File: config.mk
export PLATFORM = sky130hd
export DESIGN_NAME = f1_light_seq
export DESIGN_NICKNAME = d
export VERILOG_FILES = /design/src/rtl/f1_light_seq.sv
export SDC_FILE = /design/constraint.sdc
export NUM_CORES = 1
export LEC_CHECK = 0
export CORE_ASPECT_RATIO = 0.9
export CORE_UTILIZATION = 30
export DETAILED_ROUTE_END_ITERATION = 16
export MAX_ROUTING_LAYER = met4
export PLACE_DENSITY = 0.63
export RECOVER_POWER = 100
export SETUP_SLACK_MARGIN = 0.1
export SLEW_MARGIN = 20
export SYNTH_ARGS = -nofsm -noshare
export SYNTH_HDL_FRONTEND = slang
export SYNTH_SLANG_ARGS = --single-unit
File: constraint.sdc
create_clock -name clk -period 1.9 [get_ports clk]
set_input_delay 0.285 -clock clk [delete_from_list [all_inputs] [get_ports clk]]
set_output_delay 0.285 -clock clk [all_outputs]
set_load 0.02 [all_outputs]
File: src/rtl/f1_light_seq.sv
// f1_light_seq: starting-light sequencer (fill, random hold, extinguish); optional reaction timer under F1_REACTION_EN
module f1_light_seq #(
  parameter int LAMPS = 8
) (
  input  logic             clk,
  input  logic             rst,
  input  logic             en,
  input  logic             trigger,
  input  logic [7:1]       rnd,
  output logic             rnd_ack,
  output logic [LAMPS-1:0] data_out,
  output logic             done,
  output logic             busy
`ifdef F1_REACTION_EN
  ,
  input  logic             react,
  output logic [15:0]      react_time
`endif
);
  typedef enum logic [1:0] {IDLE, FILL, HOLD} state_t;
  state_t state, state_n;
  logic [LAMPS-1:0] data_n;
  logic [6:0] cnt, cnt_n;
  logic done_n, ack_n;
  // next-state and next-output decode
  always_comb begin
    state_n = state;
    data_n = data_out;
    cnt_n = cnt;
    done_n = 1'b0;
    ack_n = 1'b0;
    case (state)
      IDLE: if (trigger) begin
        state_n = FILL;
        data_n = {{(LAMPS-1){1'b0}}, 1'b1};
      end
      FILL: if (en) begin
        if (&data_out) begin
          state_n = HOLD;
          cnt_n = (rnd == 7'd0) ? 7'd1 : rnd;
          ack_n = 1'b1;
        end else data_n = {data_out[LAMPS-2:0], 1'b1};
      end
      HOLD: if (en) begin
        cnt_n = cnt - 7'd1;
        if (cnt == 7'd1) begin
          state_n = IDLE;
          data_n = '0;
          done_n = 1'b1;
        end
      end
      default: state_n = IDLE;
    endcase
  end
  // state and registered outputs
  always_ff @(posedge clk) begin
    if (rst) begin
      state <= IDLE;
      data_out <= '0;
      cnt <= '0;
      done <= 1'b0;
      rnd_ack <= 1'b0;
      busy <= 1'b0;
    end else begin
      state <= state_n;
      data_out <= data_n;
      cnt <= cnt_n;
      done <= done_n;
      rnd_ack <= ack_n;
      busy <= state_n != IDLE;
    end
  end
`ifdef F1_REACTION_EN
  logic [15:0] r_cnt;
  logic r_run, jump;
  // reaction timer: counts en ticks from lights-out until react, jump start latches all-ones
  always_ff @(posedge clk) begin
    if (rst) begin
      r_cnt <= '0;
      r_run <= 1'b0;
      jump <= 1'b0;
      react_time <= '0;
    end else if (state == IDLE && trigger) begin
      r_cnt <= '0;
      r_run <= 1'b0;
      jump <= 1'b0;
      react_time <= '0;
    end else if (busy && react) begin
      jump <= 1'b1;
      react_time <= 16'hFFFF;
    end else if (done_n && !jump) r_run <= 1'b1;
    else if (r_run && react) begin
      react_time <= r_cnt;
      r_run <= 1'b0;
    end else if (r_run && en && r_cnt != 16'hFFFF) r_cnt <= r_cnt + 16'd1;
  end
`endif
endmodule

==> results_dict.tcl, run 1 <==
set metrics [dict create \
    status "finished, final reports clean" \
    tightest_slew_ps 450 \
    ys_types 33 \
    powerDensity_nw_per_um2 639 \
    overflow 0 \
    seq_area_frac_synth_pct 40.0 \
    pre_cts_ws_ps 64.4 \
    grt_pass1_vias 877 \
    routed_wl_mm 2.45 \
    io_buffers 21 \
    coreArea_um2 3110 \
    cts_tree "done" \
    syn_avg_cell_area_um2 8.21 \
    rsz0062_at_grt "no" \
    grt_max_degree 12 \
    wl_per_cell_um 12.9 \
    endpoint_kind "register" \
    numCtsBuffers 3 \
    post_cts_buffers 0 \
    hold_buffers 0 \
    numClockSinks 20 \
    final_cell_count_no_fill 190 \
    worst_slack_ps 206 \
    num_rows 19 \
    syn_nets 135 \
    drive_gt1_share_pct 6.76 \
    synth.cell_area_um2 1000 \
    p_leak_nw 0.510 \
    min_path_type "register to register" \
    synth_flop_cell "dfxtp_1" \
    die_h_um 56.8 \
    vias 994 \
    crit_type "register to register" \
    antenna_found_initial 0 \
    cp.arrival_ps 1840 \
    track_usage_pct 15.0 \
    slew_violations 0 \
    nFillCells 310 \
    critPathRequiredTime_ps 2050 \
    dr.pass1.iters 4 \
    cap_violations 0 \
    slew_headroom_pct 69.9 \
    final_antenna_net_count 0 \
    diodes 0 \
    synth_edf_count 0 \
    fin_skew_ps 2.23 \
    synthCells 122 \
    worstSkewPairLatency_ps 260 \
    dieArea_um2 3580 \
    die_w_um 62.9 \
    fin_nets 162 \
    yosys_warnings 0 \
    finalSetupTns_ps 0 \
    area_growth_pct 32.7 \
    dpl.cell_count 186 \
    synth-seq-cells 20 \
    routabilityCongestion 0.876 \
    route.detailed.drc 0 \
    dp_hpwl_mm 1.82 \
    ios 22 \
    grt_pass1_wl_mm 4.03 \
    via_per_inst 5.23 \
    crit_fanout 4 \
    max-vdd-ir-drop_uv 201 \
    fin_util_pct 42.7 \
    hold_viol 0 \
    cts_max_level 1 \
    clockBufferDepth 2 \
    period_share_pct 89.1 \
    period_minus_slack_ps 1690 \
    path_clk_slew_ps 70 \
    start_util_pct 32.2 \
    startpoint_type "register" \
    first_iter_violations 55 \
    max_freq_mhz 590 \
    synth_async_sr_flop_share_pct 0 \
    cts_root_buf "clkbuf_8" \
    setup_viol 0 \
    cts_resized 0 \
]
-- stage by stage --
step | hold WS [ps] | cell area, µm² | total power, mW
after floorplan | 449 | 1000 | 0.491
after global placement | 466 | 1280 | 0.535
after detailed placement | 480 | 1280 | 0.536
after CTS | 491 | 1330 | 0.858
after global routing | 511 | 1330 | 0.884
final | 487 | 1330 | 0.849
-- cells in the final DEF (no fill, tap or decap) --
cell and n:
dfxtp_1 20, nand2_1 18, dlygate4sd3_1 11, clkdlybuf4s50_1 10
a21oi_1 8, mux2i_1 7, inv_1 6, nor2_1 6
nor3_1 5, nor4_1 5, o22ai_1 5, o21ai_0 5
nand2b_1 4, clkbuf_8 4, buf_4 4, a22o_1 3
nand3_1 3, nand4_1 2, nor4b_1 2, a211oi_1 2
o31ai_1 2, or4_1 2, and3_1 2, ha_1 2
clkinv_1 1, o21bai_1 1, nor2b_2 1, nand3b_1 1
a31o_1 1, or2_2 1, o41ai_1 1, or3_1 1
a31oi_1 1, clkbuf_1 1
-- report_power, final --
group	switching (mW)	internal, mW
logic	0.0433	0.0483
clock network	0.142	0.185
registers	0.00636	0.425
total	0.192	0.658
-- cell families (layout without fill, tap and decap cells) --
| group | count (synthesis) | in the layout | share of synthesized area [%] |
|---|---|---|---|
| and+or+nand+nor | 53 | 53 | 27.2 |
| AOI/OAI and AO/OA | 29 | 29 | 18.4 |
| DFF | 20 | 20 | 39.9 |
| buffers and inverters | 11 | 37 | 4.99 |
| muxes | 7 | 7 | 6.99 |
| adders and majority gates | 2 | 2 | 2.50 |
-- registers in the layout, summed over array words and instances, names as in the netlist --
register and cells:
cnt 7, data_out 8, done 1, rnd_ack 1, state 2, busy 1
-- area by class of cell --
class                   count  area, µm²  share of cell area, %
repair buffers             26        244                   18.3
flip-flops and latches     20        400                   30.1
clock buffers               4       55.1                   4.14
multi-input cells          91        552                   41.5
well taps                  42       52.6                   3.95
inverters                   7       26.3                   1.98
-- path summary, 6_finish.rpt --
check | depth (start not counted) | slack [ps] | startpoint | to
setup / recovery | 7 | 210 | cnt[1] | data_out[2]
hold / removal | 2 | 490 | data_out[6] | data_out[7]
setup reg to reg | 7 | 210 | cnt[1] | data_out[2]
hold reg to reg | 2 | 490 | data_out[6] | data_out[7]
-- metal layers --
layer | share of wire (%) | vias to the layer above | GRT usage [%]
met3 | 4.5 | 2 | 3.05
met5 | 0 | - | -
met4 | 1.3 | 0 | 8.64
met1 | 47 | 456 | 18.9
met2 | 47 | 37 | 22.3
li1 | - | 499 | -
-- Yosys cell counts (all sizes together) (3+ instances only) --
library cell / number / area [µm²]
nand3: 3 / 15.0
nand2b: 4 / 25.0
a21oi: 8 / 40.0
o22ai: 5 / 31.3
nor2: 6 / 22.5
nor3: 5 / 25.0
inv: 6 / 22.5
dfxtp: 20 / 400
mux2i: 7 / 70.1
nand2: 18 / 67.6
nor4: 5 / 31.3
o21ai: 5 / 25.0
a22o: 3 / 26.3
-- critical path, cell delays in order (launching register included) --
cell and delay (ps):
dfxtp_1 340, inv_1 80, ha_1 130, nor4b_1 370, nand3b_1 130, a22o_1 230
clkbuf_1 160, mux2i_1 140
Power figures use the tool's default switching activity.
==> inputs of run 2 (changes only) <==
GPL_TIMING_DRIVEN = 0   (was unset)
PLACE_DENSITY = 0.49   (was 0.63)
==> run 2 against run 1 <==
  * Clock power shrank 18%
  * Sequential share of layout area grew 0.64 points
  * Highest routed layer unchanged
  * Critical path type unchanged
  * Final area decreased by 2.1%
==> results_dict.tcl, run 2 (synthesis results as in run 1) <==
set metrics [dict create \
    grt_max_degree 11 \
    status "finished, final reports clean" \
    setup_viol 0 \
    numClockSinks 20 \
    diodes 0 \
    start_util_pct 32.2 \
    wl_per_cell_um 12.9 \
    cts_tree "done" \
    dieArea_um2 3580 \
    via_per_inst 5.07 \
    track_usage_pct 14.5 \
    p_leak_nw 0.492 \
    route.detailed.drc 0 \
    fin_skew_ps 2.46 \
    multi_input_area_um2 558 \
    hold_viol 0 \
    cts_max_level 1 \
    largest_reg_flops 8 \
    crit_type "register to register" \
    coreArea_um2 3110 \
    ios 22 \
    dp_hpwl_mm 1.87 \
    pre_cts_ws_ps 87.9 \
    path_cells "ha_1 -> nor4b_2 -> nand3b_1 -> a22o_1 -> buf_6 -> a31o_1" \
    area_growth_pct 30.0 \
    regMostFlops "data_out" \
    worst_slack_ps 279 \
    slowest_stage "dfxtp_1" \
    nFillCells 323 \
    register_area_um2 400 \
    critPathRequiredTime_ps 2050 \
    startpoint_type "register" \
    drive_gt1_share_pct 5.52 \
    reg.largest.list "data_out (8), cnt (7), state (2)" \
    cp.arrival_ps 1770 \
    min_path_type "primary input to register" \
    rsz0062_at_grt "no" \
    routed_wl_mm 2.40 \
    grt_pass1_wl_mm 4.02 \
    grt_pass1_vias 878 \
    routabilityCongestion 0.832 \
    period_minus_slack_ps 1620 \
    post_cts_buffers 0 \
    path_clk_slew_ps 70 \
    numCtsBuffers 3 \
    period_share_pct 85.3 \
    slew_violations 0 \
    crit_family "flip-flops" \
    slew_headroom_pct 68.0 \
    max_freq_mhz 617 \
    clockBufferDepth 2 \
    fin_nets 160 \
    worstSkewPairLatency_ps 250 \
    powerDensity_nw_per_um2 605 \
    io_buffers 20 \
    endpoint_kind "register" \
    critPathBufInv 1 \
    tightest_slew_ps 478 \
    dr.pass1.iters 5 \
    die_h_um 56.8 \
    slowest_delay_ps 420 \
    antenna_found_initial 0 \
    max-vdd-ir-drop_uv 316 \
    final_common_cell "dfxtp_1" \
    finalSetupTns_ps 0 \
    mostFrequentLayoutCells "20 x dfxtp_1, 18 x nand2_1, 11 x dlygate4sd3_1" \
    overflow 0 \
    num_rows 19 \
    total_power_mw 0.788 \
    cap_violations 0 \
    first_iter_violations 54 \
    vias 949 \
    crit_fanout 8 \
    final_antenna_net_count 0 \
    cts_root_buf "clkbuf_8" \
    die_w_um 62.9 \
]
==> run 2: layout make-up <==
| cell class | count | area share (%) |
|---|---|---|
| multi-input cells | 91 | 42.8 |
| flip-flops and latches | 20 | 30.7 |
| repair buffers | 20 | 15.4 |
| well taps | 42 | 4.03 |
| clock buffers | 3 | 3.17 |
| inverters | 7 | 2.02 |
| plain buffers | 4 | 1.83 |
==> run 2: repair_timing <==
item / CTS / global route
gates resized for setup: 0 / 1
endpoints found under the setup margin: 0 / 2
hold buffers: 0 / 0
==> run 2: layer usage <==
metal,share of wire [%],GRT usage (%),vias to the layer above
li1,-,-,493
met1,53,20.4,429
met2,43,21.2,25
met3,3.8,3.66,2
met4,0.33,1.99,0
met5,0,-,-
==> run 2: metrics by stage <==
stage | utilization [%] | hold WS [ps] | instance area [µm²] | instances
final | 41.8 | 353 | 1300 | 187
after global routing | 41.8 | 357 | 1300 | 187
after CTS | 41.6 | 345 | 1300 | 187
after detailed placement | 40.3 | 483 | 1250 | 184
after global placement | 40.3 | 476 | 1250 | 184
after floorplan | - | 449 | 1000 | 122
==> run 2: where the power goes <==
| part | total (mW) | leakage, nW | switching [mW] | internal (mW) |
|---|---|---|---|---|
| clock | 0.268 | 0.0216 | 0.127 | 0.141 |
| sequential | 0.431 | 0.162 | 0.00613 | 0.425 |
| combinational | 0.0886 | 0.309 | 0.0431 | 0.0455 |
==> run 2: final timing paths <==
check | start | cells past startpoint | slack (ps) | end
worst min register to register | data_out[3] | 2 | 490 | data_out[4]
worst min-delay path | en | 2 | 350 | cnt[1]
worst max-delay path | cnt[0] | 6 | 280 | data_out[0]
worst max register to register | cnt[0] | 6 | 280 | data_out[0]
==> inputs of run 3 (changes only) <==
CORE_UTILIZATION = 49   (was 30)
PLACE_DENSITY = 0.75   (was 0.49)
==> run 3 against run 2 <==
  * Global-route usage is 7.9 points higher
  * Clock skew is 1.7 ps lower
  * Hold slack worse by 79 ps
  * Critical path type is now register to output port
==> results_dict.tcl, run 3 (synthesis results as in run 1) <==
set metrics [dict create \
    routed_wl_mm 2.31 \
    reg.largest.list "data_out (8), cnt (7), state (2)" \
    diodes 0 \
    grt_pass1_vias 847 \
    route.detailed.drc 0 \
    routabilityCongestion 0.914 \
    path_cells "dlygate4sd3_1" \
    wl_per_cell_um 13.5 \
    period_minus_slack_ps 1680 \
    ios 22 \
    first_iter_violations 20 \
    setup_viol 0 \
    max-vdd-ir-drop_uv 565 \
    crit_family "buffers and inverters" \
    slowest_delay_ps 700 \
    cts_tree "done" \
    vias 961 \
    p_leak_nw 0.492 \
    clockBufferDepth 2 \
    tightest_slew_ps 449 \
    largest_reg_flops 8 \
    grt_max_degree 12 \
    fin_util_pct 66.7 \
    final_common_cell "dfxtp_1" \
    finalSetupTns_ps 0 \
    critPathRequiredTime_ps 1620 \
    grt_pass1_wl_mm 3.57 \
    antenna_found_initial 0 \
    period_share_pct 88.2 \
    num_rows 15 \
    fin_skew_ps 0.765 \
    die_w_um 49.7 \
    endpoint_kind "output port" \
    cap_violations 0 \
    slew_headroom_pct 69.9 \
    rsz0062_at_grt "no" \
    overflow 0 \
    area_growth_pct 27.3 \
    path_clk_slew_ps 110 \
    dr.pass1.iters 5 \
    cts_root_buf "clkbuf_4" \
    via_per_inst 5.62 \
    regMostFlops "data_out" \
    io_buffers 20 \
    track_usage_pct 22.4 \
    slew_violations 0 \
    worstSkewPairLatency_ps 300 \
    critPathBufInv 1 \
    fin_nets 160 \
    startpoint_type "register" \
    status "finished, final reports clean" \
    numClockSinks 20 \
    numCtsBuffers 3 \
    min_path_type "primary input to register" \
    start_util_pct 52.4 \
    die_h_um 44.9 \
    final_antenna_net_count 0 \
    crit_fanout 4 \
    cts_max_level 1 \
    coreArea_um2 1910 \
    holdPathStages 2 \
    slowest_stage "dlygate4sd3_1" \
    hold_viol 0 \
    drive_gt1_share_pct 6.16 \
    max_freq_mhz 596 \
    crit_type "register to output port" \
    powerDensity_nw_per_um2 601 \
    dieArea_um2 2230 \
    reg2regPathDepth 6 \
    mostFrequentLayoutCells "20 x dfxtp_1, 18 x nand2_1, 11 x dlygate4sd3_1" \
    cp.depth 1 \
    cp.arrival_ps 1390 \
    dp_hpwl_mm 1.77 \
]
==> run 3: cell count changes in the layout (fill, tap and decap cells not counted), sizes merged <==
cell,before,now
clkbuf,5,6
==> run 3: stage by stage <==
stage	instance area [µm²]	total power, mW	std cells	worst slack, ps	hold slack (ps)
after global routing	1280	0.793	171	163	297
after detailed placement	1230	0.530	167	80.2	481
final	1280	0.767	171	223	274
after CTS	1270	0.773	171	162	264
after global placement	1230	0.529	167	99.0	474
after floorplan	1000	0.491	122	358	449
==> run 3: path summary, 6_finish.rpt <==
path	start	to	slack [ps]
hold / removal	en	cnt[1]	270
setup / recovery	data_out[2]	data_out[2]	220
hold reg to reg	data_out[3]	data_out[4]	490
setup reg to reg	cnt[0]	data_out[0]	250
==> run 3: where the power goes <==
group	internal (mW)	switching, mW	total (mW)
clock network	0.117	0.130	0.247
registers	0.425	0.00618	0.431
logic	0.0455	0.0427	0.0882
==> run 3: area by class of cell <==
| class | count | area, µm² |
|---|---|---|
| flip-flops and latches | 20 | 400 |
| multi-input cells | 91 | 558 |
| clock buffers | 4 | 36.3 |
| plain buffers | 4 | 23.8 |
| repair buffers | 20 | 200 |
| inverters | 7 | 26.3 |
| fillers | 180 | 638 |
| well taps | 25 | 31.3 |
==> run 3: metal layers <==
layer	wire length [µm]	GRT usage, %	vias up
met2	1090	38.4	18
met5	0	-	-
met1	1120	25.5	446
met4	15	6.29	0
li1	-	-	495
met3	92	7.07	2
==> run 3: repair_timing <==
action | CTS | global route
hold buffers | 0 | 0
setup buffers | 0 | 0
gates resized for setup | 0 | 1
hold endpoints to repair | 0 | 0
setup endpoints to repair | 0 | 1
